File: config.mk
export PLATFORM = sky130hd
export DESIGN_NAME = rst_seq_gen
export DESIGN_NICKNAME = d
export VERILOG_FILES = /design/src/rtl/rst_seq_pkg.sv /design/src/rtl/rst_seq_timer.sv /design/src/rtl/rst_seq_gen.sv
export SDC_FILE = /design/constraint.sdc
export NUM_CORES = 1
export LEC_CHECK = 0
export ABC_AREA = 1
export BUFFER_PORTS_ARGS = -buffer_cell sky130_fd_sc_hd__buf_2
export CAP_MARGIN = 0
export CELL_PAD_IN_SITES_DETAIL_PLACEMENT = 1
export CELL_PAD_IN_SITES_GLOBAL_PLACEMENT = 1
export CORE_ASPECT_RATIO = 1.2
export CORE_UTILIZATION = 35
export DETAILED_ROUTE_END_ITERATION = 8
export PLACE_DENSITY_LB_ADDON = 0.1
export SLEW_MARGIN = 25
export SYNTH_ARGS = -nofsm -noshare
export SYNTH_HDL_FRONTEND = slang
export SYNTH_SLANG_ARGS = --single-unit
File: constraint.sdc
create_clock -name clk -period 2 [get_ports clk]
set_input_delay 0.2 -clock clk [delete_from_list [all_inputs] [get_ports clk]]
set_output_delay 0.2 -clock clk [all_outputs]
set_load 0.005 [all_outputs]
File: src/rtl/rst_seq_pkg.sv
// Shared types and helpers for the reset sequencer: FSM states, default counter width,
// and the mapping from an "asserted" mask to per-channel output levels.
package rst_seq_pkg;

    localparam int CNT_W_DEF = 16;

    typedef enum logic [1:0] {
        ST_ASSERT,
        ST_RELEASE,
        ST_DONE
    } state_t;

    // Asserted channels take their polarity level, released ones the opposite level.
    function automatic logic [31:0] pol_apply(input logic [31:0] asserted_mask,
                                              input logic [31:0] polarity);
        return ~(asserted_mask ^ polarity);
    endfunction

endpackage

File: src/rtl/rst_seq_timer.sv
// Loadable saturating down-counter shared by the hold and gap phases.
// Latency: load visible next cycle; zero flag is combinational from the count register.
// Backpressure: none; load has priority over en, count sticks at zero.
module rst_seq_timer #(
    parameter int W = 16
) (
    input  logic         clk,
    input  logic         load,
    input  logic [W-1:0] load_val,
    input  logic         en,
    output logic         zero
);

    logic [W-1:0] cnt_q;

    // No reset term: the parent holds load high while its reset is active.
    always_ff @(posedge clk) begin
        if (load) begin
            cnt_q <= load_val;
        end else if (en && (cnt_q != '0)) begin
            cnt_q <= cnt_q - W'(1);
        end
    end

    assign zero = (cnt_q == '0);

endmodule

File: src/rtl/rst_seq_gen.sv
// Multi-channel reset sequencer: hold all channels, then release one per gap interval.
// Latency: channel k releases H + k*G cycles after restart; no input reaches rst_o combinationally.
// Backpressure: none; trig_i (or the RST_SEQ_WDOG_EN watchdog) restarts from any state.
module rst_seq_gen
    import rst_seq_pkg::*;
#(
    parameter int                NUM_CH   = 4,
    parameter int                CNT_W    = CNT_W_DEF,
    parameter logic [NUM_CH-1:0] POLARITY = '0
`ifdef RST_SEQ_WDOG_EN
    ,
    parameter int                WDOG_W   = 20
`endif
) (
    input  logic              clk,
    input  logic              rst_n,
    input  logic              trig_i,
    input  logic [CNT_W-1:0]  cfg_hold_i,
    input  logic [CNT_W-1:0]  cfg_gap_i,
`ifdef RST_SEQ_WDOG_EN
    input  logic              wdog_kick_i,
`endif
    output logic [NUM_CH-1:0] rst_o,
    output logic              busy_o,
    output logic              done_o
);

    localparam int IDX_W = (NUM_CH > 1) ? $clog2(NUM_CH) : 1;

    state_t             state_q, state_d;
    logic [NUM_CH-1:0]  mask_q, mask_d;
    logic [IDX_W-1:0]   idx_q, idx_d, idx_nxt;
    logic [CNT_W-1:0]   gap_q, gap_d;
    logic [CNT_W-1:0]   hold_m1;
    logic               tmr_load, tmr_en, tmr_zero;
    logic [CNT_W-1:0]   tmr_val;
    logic               wdog_fire;
    logic               restart;

`ifdef RST_SEQ_WDOG_EN
    logic [WDOG_W-1:0]  wdog_q;

    assign wdog_fire = (state_q == ST_DONE) && (&wdog_q) && !wdog_kick_i;

    always_ff @(posedge clk) begin
        if (!rst_n || (state_q != ST_DONE) || wdog_kick_i) begin
            wdog_q <= '0;
        end else if (!(&wdog_q)) begin
            wdog_q <= wdog_q + WDOG_W'(1);
        end
    end
`else
    assign wdog_fire = 1'b0;
`endif

    assign restart = !rst_n || trig_i || wdog_fire;
    // Hold of 0 behaves like 1; the timer counts down to zero, so load H-1.
    assign hold_m1 = (cfg_hold_i == '0) ? '0 : cfg_hold_i - CNT_W'(1);
    assign idx_nxt = idx_q + IDX_W'(1);

    always_comb begin
        state_d  = state_q;
        mask_d   = mask_q;
        idx_d    = idx_q;
        gap_d    = gap_q;
        tmr_load = 1'b0;
        tmr_en   = 1'b0;
        tmr_val  = hold_m1;
        if (restart) begin
            state_d  = ST_ASSERT;
            mask_d   = '1;
            idx_d    = '0;
            gap_d    = cfg_gap_i;
            tmr_load = 1'b1;
            tmr_val  = hold_m1;
        end else begin
            case (state_q)
                ST_ASSERT: begin
                    if (!tmr_zero) begin
                        tmr_en = 1'b1;
                    end else if ((gap_q == '0) || (NUM_CH == 1)) begin
                        mask_d  = '0;
                        state_d = ST_DONE;
                    end else begin
                        mask_d[0] = 1'b0;
                        idx_d     = '0;
                        state_d   = ST_RELEASE;
                        tmr_load  = 1'b1;
                        tmr_val   = gap_q - CNT_W'(1);
                    end
                end
                ST_RELEASE: begin
                    if (!tmr_zero) begin
                        tmr_en = 1'b1;
                    end else begin
                        mask_d[idx_nxt] = 1'b0;
                        idx_d           = idx_nxt;
                        tmr_load        = 1'b1;
                        tmr_val         = gap_q - CNT_W'(1);
                        if (32'(idx_nxt) == NUM_CH - 1) begin
                            state_d = ST_DONE;
                        end
                    end
                end
                default: begin
                end
            endcase
        end
    end

    always_ff @(posedge clk) begin
        if (!rst_n) begin
            state_q <= ST_ASSERT;
            mask_q  <= '1;
            idx_q   <= '0;
            gap_q   <= cfg_gap_i;
        end else begin
            state_q <= state_d;
            mask_q  <= mask_d;
            idx_q   <= idx_d;
            gap_q   <= gap_d;
        end
    end

    // Hold value is latched straight into the timer on entry; only gap needs its own copy.
    rst_seq_timer #(.W(CNT_W)) u_timer (
        .clk      (clk),
        .load     (tmr_load),
        .load_val (tmr_val),
        .en       (tmr_en),
        .zero     (tmr_zero)
    );

    assign rst_o  = NUM_CH'(pol_apply(32'(mask_q), 32'(POLARITY)));
    assign busy_o = (state_q != ST_DONE);
    assign done_o = (state_q == ST_DONE);

endmodule

==> flow_summary_export.csv <==
group,metric,value,unit
status,status,"finished clean",
timing,period_share,0.972,
routing,routed_wl,8.90,mm
layout,register_area,1120,um^2
layout,stdcell_count,588,
place,placed_cell_area,3530,um^2
global_routing,grt_pass1_vias,2893,
hold_path,hp-class,"primary input to flip-flop",
layout,final.fill_count,1035,
timing,worst_slew_pin_slew,0.384,ns
synth,yosys.area.top_type_share,0.329,
layout,drive_above_1_share,0.296,
synth,synth_compound_area_frac,0.0814,
floorplan,die_h,102,um
routing,vias_per_cell,4.91,
synth,syn-num-nets,440,
setup_path,cp.depth,12,
place,io_buffers,40,
timing,maxSlewViolCount,0,
routing,ant_nets,0,
clocking,cts_root_buffer,"clkbuf_8",
setup_path,critPathMaxStageDelay,0.42,ns
floorplan,die_w,85.4,um
clocking,clk_pin_slew,0.09,ns
clocking,htreeDepth,2,
clocking,cts_tree,"done",
routing,first_iter_violations,90,
timing,slew_headroom,0.743,
floorplan,core_area,8110,um^2
floorplan,num_io_pins,41,
synth,synthMuxAreaShare,0,
clocking,clock_sinks,40,
setup_path,criticalPathCategory,"flip-flop to flip-flop",
place,routabilityCongestion,0.894,
clocking,clockBufferDepth,2,
global_routing,grt_use_total,0.208,
layout,design_area,3810,um^2
setup_path,endpoint_kind,"flip-flop",
synth,synth_commonest_cells,"nand2_1, nor2_1, inv_1, nand3_1, edfxtp_1",
layout,num_antenna_cells,0,
setup_path,worstPathArrival,2.01,ns
synth,yosysMostFrequentCell,"nand2_1",
timing,timing.setup.tns,0,ns
synth,syn_avg_cell_area,7.37,um^2
synth,syn_area,2920,um^2
synth,synth_top_family_by_area,"simple AND/OR/NAND/NOR gates",
synth,ys_types,31,
setup_path,cp_num_buf_inv,4,
synth,synthCells,396,
setup_path,crit_family,"simple AND/OR/NAND/NOR gates",
synth,synth_enable_flop_cells,32,
power_and_ir_drop,peakVddDrop,0.324,mV
clocking,numCtsBuffers,5,
setup_path,endpoint,"u_timer.cnt_q[14]$_DFFE_PP_",
synth,async_flop_share,0,
synth,synth.ff_latch_count,40,
floorplan,rows,36,
setup_path,path_cells,"inv_2, ha_2, inv_2, nor3_4, nand4_2, nand2_4, nand2_4, buf_6, nand2_1, inv_1, nand2_2, nand2_1",
timing,hold_viol,0,
clocking,ctsHoldBuffers,0,
timing,finClkSkew,0.00890,ns
clocking,worstSkewPairLatency,0.30,ns
setup_path,crit_slowest_cell,"edfxtp_1",
routing,wl_per_cell,15.1,um
job,drv_cap,0,
routing,drt_pass1_iterations,4,
power_and_ir_drop,leakagePower,1.82,nW
place,dp.cells,567,
layout,multi_input_area,1640,um^2
layout,syn_to_final_growth,30.6,%
routing,dr_total_vias,2890,
synth,seq_area_frac_synth,0.384,
power_and_ir_drop,finalPower,2.15,mW
synth,ys_top_cells_by_area,"edfxtp_1, nand2_1, nor2_1",
global_routing,antenna_found_initial,0,
synth,synth_top_cell_by_area,"edfxtp_1",
place,hpwl,7.16,mm
setup_path,reg2reg_from,"gap_q[1]$_DFFE_PP_",
power_and_ir_drop,pwr_density_cell,564,nW/um^2
synth,yosys.area_share.simple,0.351,
setup_path,r2r_end,"u_timer.cnt_q[14]$_DFFE_PP_",
synth,yosys_most_used_dff,"edfxtp_1",
global_routing,grt_pass1_wl,13.7,mm
layout,nets,536,
routing,drc,0,
floorplan,dieArea,8710,um^2
setup_path,worstSetupStartpoint,"gap_q[1]$_DFFE_PP_",
global_routing,grt_overflow,0,
timing,rsz0062_at_grt,"yes",
synth,synth_xor_area_frac,0.0690,
setup_path,crit_required,2.07,ns
timing,layout_min_cycle_time,1.94,ns
setup_path,r2r_slack,0.06,ns
timing,fmax,515,MHz
synth,synth_fa_ha_area_frac,0.0386,
floorplan,initial_utilization,0.360,
setup_path,start_kind,"flip-flop",
global_routing,grt_max_degree,26,
timing,setup_viol,0,
setup_path,crit_fanout,8,
setup_path,ff2ff_path_depth,12,
synth,yosys_warnings,0,
per-layer routing:
metal | wire (um) | up-vias | track usage
li1 | - | 1475 | -
met5 | 0 | - | 0
met4 | 185 | 0 | 0.0603
met3 | 155 | 13 | 0.0242
met1 | 3830 | 1363 | 0.245
met2 | 4730 | 39 | 0.396
metrics by stage:
stage	hold slack, ns	setup WS (ns)	util
floorplan	0.299	0.0654	-
global placement	0.376	-0.102	0.435
detailed placement	0.378	-0.145	0.435
CTS	0.0620	0.00685	0.455
global route	0.0622	-0.0692	0.470
finish	0.0645	0.0569	0.470
cells in the final DEF, fill, tap and decap left out, types with 2 or more instances in the layout:
master and count:
a21oi_1 7, buf_12 2, clkbuf_8 5, nand3_1 34
nand3_2 3, nand3b_1 2, nor2_1 55, xnor2_1 7
a21oi_2 4, ha_2 2, ha_1 7, inv_2 5
nor2_2 18, nand2_2 3, o211ai_1 3, xor2_1 16
o21ai_0 18, o21ai_1 6, nor3_2 2, inv_4 2
buf_6 2, buf_2 40, edfxtp_1 32, nor3_1 2
nand2_4 3, nand4_1 7, dfxtp_1 8, buf_4 48
nand2_1 92, inv_1 45
how the worst min path moves through the flow:
stage               depth (start not counted)  slack [ns]                  end          start
floorplan                                   0        0.30   gap_q[0]$_DFFE_PP_   cfg_gap_i[0]
global placement                            1        0.38  gap_q[11]$_DFFE_PP_  cfg_gap_i[11]
detailed placement                          1        0.38  gap_q[11]$_DFFE_PP_  cfg_gap_i[11]
CTS                                         1        0.06   gap_q[7]$_DFFE_PP_   cfg_gap_i[7]
global route                                1        0.06   gap_q[7]$_DFFE_PP_   cfg_gap_i[7]
finish                                      1        0.06  gap_q[11]$_DFFE_PP_  cfg_gap_i[11]
registers in the layout, indices dropped and copies added, names as in the netlist:
name and count:
u_timer.cnt_q 16, state_q 2, mask_q 4, gap_q 16, idx_q 2
cell families after synthesis:
logic type / count (synthesis)
flops: 40
compound gates: 41
xor+xnor: 23
buf+inv: 55
fa+ha+maj: 9
simple gates: 228
timing repair:
item | in CTS | in global routing
gates resized for setup | 5 | 23
pin swaps | 1 | 8
setup buffers | 4 | 9
endpoints found under the setup margin | 26 | 33
cell type report:
class | count | area share
Tap cell | 95 | 0.0312
Inverter | 52 | 0.0525
Timing Repair Buffer | 92 | 0.163
Clock inverter | 3 | 0.0112
Sequential cell | 40 | 0.294
Multi-Input combinational cell | 301 | 0.430
Clock buffer | 5 | 0.0180
report_power, final:
group / total [mW] / internal (mW) / switching [mW]
sequential: 1.03 / 0.974 / 0.0541
combinational: 0.450 / 0.192 / 0.258
clock: 0.673 / 0.370 / 0.304
total: 2.15 / 1.54 / 0.616
Note: power is estimated with default switching activity, not from simulation.
